## src/rtl/kb_pkg.sv

```systemverilog
// kb_pkg: shared state encoding and PS/2 frame constants for the keyboard front end.
package kb_pkg;
    typedef enum logic [1:0] {IDLE, DATA, PARITY, STOP} state_t;
    localparam logic KB_START_BIT = 1'b0;
    localparam logic KB_STOP_BIT = 1'b1;
    localparam logic [7:0] KB_BREAK_CODE = 8'hF0;
    localparam int KB_FRAME_DATA_BITS = 8;
endpackage

```

## src/rtl/kb_sync_filter.sv

```systemverilog
// kb_sync_filter: synchronises the PS/2 lines, deglitches clk_kb and pulses fall on a filtered 1->0.
module kb_sync_filter
    import kb_pkg::*;
#(
    parameter int SYNC_STAGES = 2,
    parameter int FILTER_LEN = 4
) (
    input  logic Clk,
    input  logic Rst,
    input  logic clk_kb,
    input  logic data_kb,
    output logic data_s,
    output logic fall
);
    logic [SYNC_STAGES-1:0] clk_sync, data_sync;
    logic [FILTER_LEN-1:0] hist;
    logic level;

    always_ff @(posedge Clk or negedge Rst)
        if (!Rst) begin
            clk_sync <= '1;
            data_sync <= '1;
            hist <= '1;
            level <= 1'b1;
        end else begin
            clk_sync <= {clk_sync[SYNC_STAGES-2:0], clk_kb};
            data_sync <= {data_sync[SYNC_STAGES-2:0], data_kb};
            hist <= (hist << 1) | FILTER_LEN'(clk_sync[SYNC_STAGES-1]);
            level <= &hist ? 1'b1 : ~|hist ? 1'b0 : level;
        end

    // level drops on the next edge, so this is high for exactly one cycle
    assign fall = level & ~|hist;
    assign data_s = data_sync[SYNC_STAGES-1];
endmodule

```

## src/rtl/kb_scan_fifo.sv

```systemverilog
// kb_scan_fifo: PS/2 receiver with frame checking and timeout feeding a show-ahead scan-code FIFO.
// Define KB_BREAK_MERGE_EN to fold the F0 break prefix into bit 8 of the following code.
module kb_scan_fifo
    import kb_pkg::*;
#(
    parameter int OUT_W = 16,
    parameter int FIFO_DEPTH = 8,
    parameter int SYNC_STAGES = 2,
    parameter int FILTER_LEN = 4,
    parameter int TIMEOUT_CYCLES = 50000
) (
    input  logic Clk,
    input  logic Rst,
    input  logic clk_kb,
    input  logic data_kb,
    input  logic rd_en,
    input  logic clr_err,
    output logic [OUT_W-1:0] key_out,
    output logic key_valid,
    output logic [$clog2(FIFO_DEPTH):0] count,
    output logic overflow,
    output logic frame_err
);
    localparam int AW = $clog2(FIFO_DEPTH);
    localparam int CW = AW + 1;
    localparam int TW = $clog2(TIMEOUT_CYCLES + 1);
`ifdef KB_BREAK_MERGE_EN
    localparam int EW = 9;
`else
    localparam int EW = 8;
`endif

    logic data_s, fall, timeout, good, frame_ok, push, err_ev, pop, wr, ovf_ev, full;
    state_t state, state_n;
    logic [2:0] bit_cnt, bit_cnt_n;
    logic [7:0] shreg, shreg_n;
    logic par, par_n;
    logic [TW-1:0] tmo;
    logic [EW-1:0] push_data;
    logic [EW-1:0] mem [FIFO_DEPTH];
    logic [AW-1:0] wr_ptr, rd_ptr;
`ifdef KB_BREAK_MERGE_EN
    logic brk, brk_n, is_brk;
`endif

    kb_sync_filter #(.SYNC_STAGES(SYNC_STAGES), .FILTER_LEN(FILTER_LEN)) u_sync (
        .Clk(Clk), .Rst(Rst), .clk_kb(clk_kb), .data_kb(data_kb), .data_s(data_s), .fall(fall)
    );

    always_comb begin
        state_n = state;
        bit_cnt_n = bit_cnt;
        shreg_n = shreg;
        par_n = par;
        frame_ok = 1'b0;
        err_ev = 1'b0;
        timeout = state != IDLE && !fall && tmo == TW'(TIMEOUT_CYCLES);
        good = data_s == KB_STOP_BIT && ^{shreg, par};
        if (timeout) begin
            state_n = IDLE;
            err_ev = 1'b1;
        end else if (fall)
            case (state)
                IDLE: begin
                    state_n = data_s == KB_START_BIT ? DATA : IDLE;
                    bit_cnt_n = '0;
                end
                DATA: begin
                    shreg_n = {data_s, shreg[7:1]};
                    bit_cnt_n = bit_cnt + 3'd1;
                    state_n = bit_cnt == 3'(KB_FRAME_DATA_BITS - 1) ? PARITY : DATA;
                end
                PARITY: begin
                    par_n = data_s;
                    state_n = STOP;
                end
                default: begin
                    state_n = IDLE;
                    frame_ok = good;
                    err_ev = !good;
                end
            endcase
`ifdef KB_BREAK_MERGE_EN
        // a second consecutive F0 is data, not another prefix
        is_brk = frame_ok && !brk && shreg == KB_BREAK_CODE;
        brk_n = err_ev ? 1'b0 : frame_ok ? is_brk : brk;
        push = frame_ok && !is_brk;
        push_data = {brk, shreg};
`else
        push = frame_ok;
        push_data = shreg;
`endif
    end

    assign key_valid = count != '0;
    assign full = count == CW'(FIFO_DEPTH);
    assign pop = rd_en && key_valid;
    assign wr = push && (!full || pop);
    assign ovf_ev = push && full && !pop;
    assign key_out = key_valid ? OUT_W'(mem[rd_ptr]) : '0;

    always_ff @(posedge Clk or negedge Rst)
        if (!Rst) begin
            state <= IDLE;
            bit_cnt <= '0;
            shreg <= '0;
            par <= 1'b0;
            tmo <= '0;
            wr_ptr <= '0;
            rd_ptr <= '0;
            count <= '0;
            overflow <= 1'b0;
            frame_err <= 1'b0;
`ifdef KB_BREAK_MERGE_EN
            brk <= 1'b0;
`endif
        end else begin
            state <= state_n;
            bit_cnt <= bit_cnt_n;
            shreg <= shreg_n;
            par <= par_n;
            tmo <= (state == IDLE || fall || timeout) ? '0 : tmo + TW'(1);
            wr_ptr <= wr_ptr + AW'(wr);
            rd_ptr <= rd_ptr + AW'(pop);
            count <= count + CW'(wr) - CW'(pop);
            overflow <= ovf_ev | (overflow & ~clr_err);
            frame_err <= err_ev | (frame_err & ~clr_err);
`ifdef KB_BREAK_MERGE_EN
            brk <= brk_n;
`endif
        end

    always_ff @(posedge Clk)
        if (wr) mem[wr_ptr] <= push_data;
endmodule

```

## config.mk

```make
export PLATFORM = sky130hd
export DESIGN_NAME = kb_scan_fifo
export DESIGN_NICKNAME = d
export VERILOG_FILES = /design/src/rtl/kb_pkg.sv /design/src/rtl/kb_sync_filter.sv /design/src/rtl/kb_scan_fifo.sv
export SDC_FILE = /design/constraint.sdc
export NUM_CORES = 1
export LEC_CHECK = 0
export CORE_ASPECT_RATIO = 0.5
export CORE_UTILIZATION = 53
export DETAILED_ROUTE_END_ITERATION = 7
export MAX_ROUTING_LAYER = met4
export PLACE_DENSITY = 0.72
export SETUP_SLACK_MARGIN = 0.5
export SLEW_MARGIN = 20
export SYNTH_ARGS = -nofsm -noshare
export SYNTH_HDL_FRONTEND = slang
export SYNTH_SLANG_ARGS = --single-unit
```

## constraint.sdc

```tcl
create_clock -name Clk -period 2.5 [get_ports Clk]
set_input_delay 0.25 -clock Clk [delete_from_list [all_inputs] [get_ports Clk]]
set_output_delay 0.25 -clock Clk [all_outputs]
set_load 0.03 [all_outputs]
```

==> out/qor.csv, run 1 <==
metric;value;unit
die area;9640;µm²
Clock Path Buffers;2;
unrepaired setup endpoints after global routing;yes;
clk sinks;115;
clock power share;35.2;%
Root Buffer;clkbuf_16;
DR vias/cell;5.55;
Flop pwr share;34.0;%
DRT antenna net count;0;
syn avg cell area;15.1;µm²
CTS tree;yes;
Setup Skew;10.7;ps
Routed Wire Length;10600;µm
Crit path largest cell delay;510;ps
Hold WS;242;ps
Post-Synthesis Cells;324;
number of synthesized register bits;115;
post-route total power;6.90;mW
CP startpoint;push_data[6];
combinational group share of total power;30.8;%
final hold vios;0;
P per Cell Area;1070;nW/µm²
I/O pin count;29;
initial antenna violation count;0;
vias in the first global route;2971;
CTS H-tree depth;4;
status;completed;
sequential share of the synthesized area;65.6;%
switch share;30.9;%
Worst Path Required;2800;ps
fmax;412;MHz
crit start category;flop;
Initial DRC Count;186;
layout cells sized above 1;39.6;%
Vias;2907;
routability congestion estimate;0.812;
CTS buffer count;17;
Slew HR;57.1;%
Synth cell types;42;
worst r2r src;push_data[6];
TritonRoute pass-1 iters;4;
Final period util;97.0;%
MaxCap Viol Count;0;
Sw Pwr;2.14;mW
gr usage total;23.9;%
maximum number of pins on one net before global-route repair;27;
placed wire-length estimate;5930;µm
worst-margin pin slew;644;ps
area growth from synthesis to layout;32.5;%
Buffers on Ports;20;
share of the synthesized area in the top cell type;39.3;%
clock insertion delay at the later pin of the skew report;420;ps
chip width;138;µm
Crit Path Max Fanout;2;
Yosys warning total;0;
Core ar.;8830;µm²
Post-Syn Area;4890;µm²
Setup CP Type;reg -> reg;
Final Setup Violations;0;
Internal;4.77;mW
top cells by area, synth;edfxtp_1, dfrtp_1, mux4_2, dfstp_2, ha_1;
CP Cell Sequence;xnor2_2 > xnor3_1 > xnor2_2 > nand2_2 > ha_4 > inv_2 > ha_4 > inv_2 > fa_2 > inv_1;
Critical Path AT;2730;ps
GRT Residual Overflow;0;
slowest CP cell;fa_2;
clk slew on worst S/H paths;50;ps
die height;69.9;µm
DR DRC count;0;
worst hold path class;in -> reg;
global-route wire length before repair;15700;µm
Final Max Slew Viols;0;
fin nets;415;
final setup TNS;0;ps
leakage power;2.57;nW
Antenna diodes;0;
Worst Setup End Kind;flop;
Max IR drop VDD;0.000683;V
Hold Crit Start;data_kb;
Final min period;2420;ps
Yosys top cell by area;edfxtp_1;
Starting Density;55.4;%
wire per inst;20.1;µm
FP Rows;24;
layer usage:
layer  part of all wire, %  vias up  global-route usage (%)
li1                      -     1317                       -
met5                     0        -                       -
met1                    40     1496                    28.9
met3                   4.8       10                    7.70
met2                    54       84                    37.9
met4                   1.1        0                    8.57
placed cells by master (no fill, tap or decap), drive strengths merged, types with 2 or more instances in the layout:
cell,n
nor3,3
mux4,16
and2,2
dfrtp,42
xor2,12
and4,4
nor2,31
nand2b,2
inv,17
clkdlybuf4s50,10
nand3,13
buf,49
edfxtp,64
xnor2,12
bufinv,3
o21ai,6
nor4,5
clkinvlp,3
and3,7
mux2i,8
conb,8
clkbuf,19
nand2,12
mux2,9
clkinv,7
nand4,3
nor4b,2
ha,14
dfstp,9
per-stage QoR:
| step | instances | setup WS, ps | area [µm²] | util (%) |
|---|---|---|---|---|
| 2_1_floorplan | 331 | 46.3 | 5060 | - |
| 3_3_place_gp | 468 | 133 | 5470 | 61.9 |
| 3_5_place_dp | 468 | 97.4 | 5470 | 61.9 |
| 4_1_cts | 514 | 115 | 6320 | 71.6 |
| 5_1_grt | 524 | 9.82 | 6480 | 73.4 |
| 6_report | 524 | 75.3 | 6480 | 73.4 |
sequential cells by signal, summed over array words and instances (netlist names):
name / count
bit_cnt: 3
count: 4
frame_err: 1
mem: 64
overflow: 1
par: 1
push_data: 8
rd_ptr: 3
state: 2
tmo: 16
u_sync.clk_sync: 2
u_sync.data_sync: 2
u_sync.hist: 4
u_sync.level: 1
wr_ptr: 3
cell type report:
| type | count | area (µm²) |
|---|---|---|
| clock buffer | 18 | 429 |
| clock inverter | 14 | 163 |
| fill | 527 | 2350 |
| inverter | 16 | 62.6 |
| multi-input combinational | 182 | 1820 |
| sequential | 115 | 3220 |
| tap | 117 | 146 |
| timing repair buffer | 62 | 642 |
cell families after synthesis:
group	Yosys count	share of synthesized area, %
buf+inv	34	3.30
xor+xnor	25	5.06
fa+ha+maj	15	3.99
simple gates	87	9.05
flops	115	65.6
other cells	1	0.0766
compound gates	14	1.87
mux	33	11.1
power by group through the flow:
stage          Clock (mW)  Combinational [mW]  Sequential (mW)
6_report             2.43                2.13             2.35
5_1_grt              2.55                2.29             2.37
2_1_floorplan           0                1.23             2.34
4_1_cts              2.43                1.91             2.34
3_5_place_dp            0                1.83             2.35
3_3_place_gp            0                1.80             2.33
cells in the mapped netlist (all sizes together):
| library cell | instances |
|---|---|
| nand2 | 12 |
| nor2 | 31 |
| mux4 | 16 |
| a211o | 1 |
| mux2i | 8 |
| a31oi | 1 |
| xnor3 | 1 |
| a21o | 1 |
| or3 | 1 |
| clkbuf | 7 |
| ha | 14 |
| o221ai | 1 |
| nor3 | 3 |
| a21oi | 1 |
| nand2b | 2 |
| o21a | 1 |
| o21ai | 6 |
| inv | 16 |
| mux2 | 9 |
| nor2b | 1 |
| a311o | 1 |
| dfstp | 9 |
| nor4 | 5 |
| fa | 1 |
| and2 | 2 |
| nand3 | 13 |
| and4 | 4 |
| xnor2 | 12 |
| nor4b | 2 |
| buf | 11 |
| xor2 | 12 |
| dfrtp | 42 |
| o22ai | 1 |
| nand4 | 3 |
| conb | 1 |
| edfxtp | 64 |
| nor4bb | 1 |
| and3 | 7 |
path summary, 6_finish.rpt:
| path | endpoint | slack [ps] | depth (start not counted) |
|---|---|---|---|
| min in group asynchronous | tmo[9] | 400 | 2 |
| setup reg to reg | count[1] | 80 | 10 |
| max in group asynchronous | u_sync.level | 1480 | 3 |
| hold / removal | u_sync.data_sync[0] | 240 | 1 |
| hold reg to reg | u_sync.clk_sync[1] | 350 | 0 |
| setup / recovery | count[1] | 80 | 10 |
what timing repair did:
action | in CTS | in global routing
buffers inserted | 12 | 10
cloned | 1 | 0
pin swaps | 13 | 11
hold buffers | 1 | 0
endpoints found under the setup margin | 77 | 82
gates resized for setup | 60 | 41
hold endpoints to repair | 25 | 0
critical path: cells and delay by family (launching register included):
kind	cells	cell delay [ps]
buf+inv	3	130
flops	1	410
xor+xnor	3	830
fa+ha+maj	3	850
simple gates	1	100
No activity file was read; power rests on OpenSTA's default activity.
==> run 2, diff against run 1 <==
- PLACE_DENSITY: 0.72 -> 0.75
==> out/qor.csv, run 2 (synthesized netlist as in run 1, its figures left out) <==
metric;value;unit
Clock Path Buffers;2;
DRT antenna net count;0;
Crit Path Max Fanout;2;
fin nets;412;
Critical Path AT;2670;ps
Hold EP;u_sync.clk_sync[0];
number of flip-flops under the largest register name;64;
leakage power;2.56;nW
commonest cells after routing, fill and taps aside;edfxtp_1, dfrtp_1, nor2_1;
r2r setup slk;120;ps
clock insertion delay at the later pin of the skew report;410;ps
Buf+Inv Stages, Crit Path;3;
Slew HR;43.4;%
worst hold path class;in -> reg;
cell area after layout;6390;µm²
CTS buffer count;17;
Final Max Slew Viols;0;
Worst R2R End;count[1];
post-route insts no fill;521;
unrepaired setup endpoints after global routing;yes;
Antenna diodes;0;
global-route wire length before repair;16700;µm
commonest non-fill, non-tap cell in the layout;edfxtp_1;
Placed Cells;469;
Routed Wire Length;10700;µm
Hold Crit Start;clk_kb;
FP Rows;24;
status;completed;
layout cells sized above 1;36.6;%
worst r2r src;push_data[3];
FILL cells;525;
CTS tree;yes;
Buffers on Ports;20;
most flop-heavy register;mem;
Max IR drop VDD;0.000679;V
clk slew on worst S/H paths;50;ps
Vias;2970;
DR vias/cell;5.70;
placed wire-length estimate;6090;µm
CTS H-tree depth;4;
hold-critical path depth;1;
CP Cell Sequence;xnor2_2 > xnor3_1 > xnor2_2 > nand2_2 > ha_4 > inv_2 > ha_4 > inv_2 > fa_1 > inv_1;
R2R cell count;10;
area growth from synthesis to layout;30.6;%
fmax;420;MHz
chip width;138;µm
Core ar.;8830;µm²
MaxCap Viol Count;0;
crit start category;flop;
Final Setup Violations;0;
die height;69.9;µm
worst-margin pin slew;848;ps
die area;9640;µm²
DR DRC count;0;
vias in the first global route;3064;
maximum number of pins on one net before global-route repair;40;
Setup Skew;11.8;ps
I/O pin count;29;
initial antenna violation count;0;
Worst Setup End Kind;flop;
Starting Density;55.4;%
clk sinks;115;
placed cell areas;5460;µm²
gr usage total;25.5;%
P per Cell Area;1080;nW/µm²
slowest CP cell;fa_1;
Initial DRC Count;261;
Worst Path Required;2800;ps
Final period util;95.1;%
Final min period;2380;ps
GRT Residual Overflow;0;
Root Buffer;clkbuf_16;
routability congestion estimate;0.849;
wire per inst;20.5;µm
final hold vios;0;
TritonRoute pass-1 iters;4;
final setup TNS;0;ps
Levels on crit path;10;
CP top delay family;adder cells;
Setup CP Type;reg -> reg;
Crit path largest cell delay;480;ps
-- run 2: cell count changes in the layout (fill, tap and decap cells not counted), moves of 3 or more --
cell     before  now
inv_1         9   12
buf_4        29   23
ha_4          6    2
nand3_2       0    3
-- run 2: what timing repair did --
item | 4_1_cts | 5_1_grt
endpoints found under the setup margin | 76 | 77
endpoints found under the hold margin | 29 | 0
pin swaps | 9 | 11
gates resized for setup | 51 | 37
setup buffers | 12 | 6
hold buffers | 1 | 0
gates cloned | 1 | 0
-- run 2: per-layer routing --
metal,global-route usage [%],routed length [µm],vias up
met5,-,0,-
li1,-,-,1300
met2,42.1,5590,116
met1,30.0,4190,1524
met3,7.19,634,30
met4,8.94,291,0
-- run 2: how the worst max path moves through the flow --
stage                             from       end
final                     push_data[3]  count[1]
after global routing      push_data[3]  count[2]
after CTS                 push_data[1]  count[1]
after detailed placement         rd_en  count[1]
after global placement           rd_en  count[2]
after floorplan           push_data[3]  count[2]
-- run 2: cell type report --
| cell class | count | area, µm² | area share, % |
|---|---|---|---|
| Multi-Input combinational cell | 182 | 1750 | 27.4 |
| Clock buffer | 22 | 464 | 7.26 |
| Tap cell | 117 | 146 | 2.29 |
| Clock inverter | 10 | 110 | 1.72 |
| Sequential cell | 115 | 3210 | 50.3 |
| Inverter | 16 | 60.1 | 0.940 |
| Timing Repair Buffer | 59 | 642 | 10.0 |
-- run 2: per-stage QoR --
stage,hold WS (ps),worst slack [ps],utilization [%],power (mW)
finish,252,122,72.4,6.87
global route,247,29.8,72.4,7.14
CTS,236,123,71.1,6.67
detailed placement,347,46.2,61.9,4.20
global placement,347,135,61.9,4.13
floorplan,-45.6,46.3,-,3.57
-- run 2: report_power, final --
part           internal (mW)  leakage, nW  switching (mW)
clock network           1.51        0.272           0.836
logic                   1.11         1.04            1.08
registers               2.15         1.25           0.185
total                   4.77         2.56            2.10
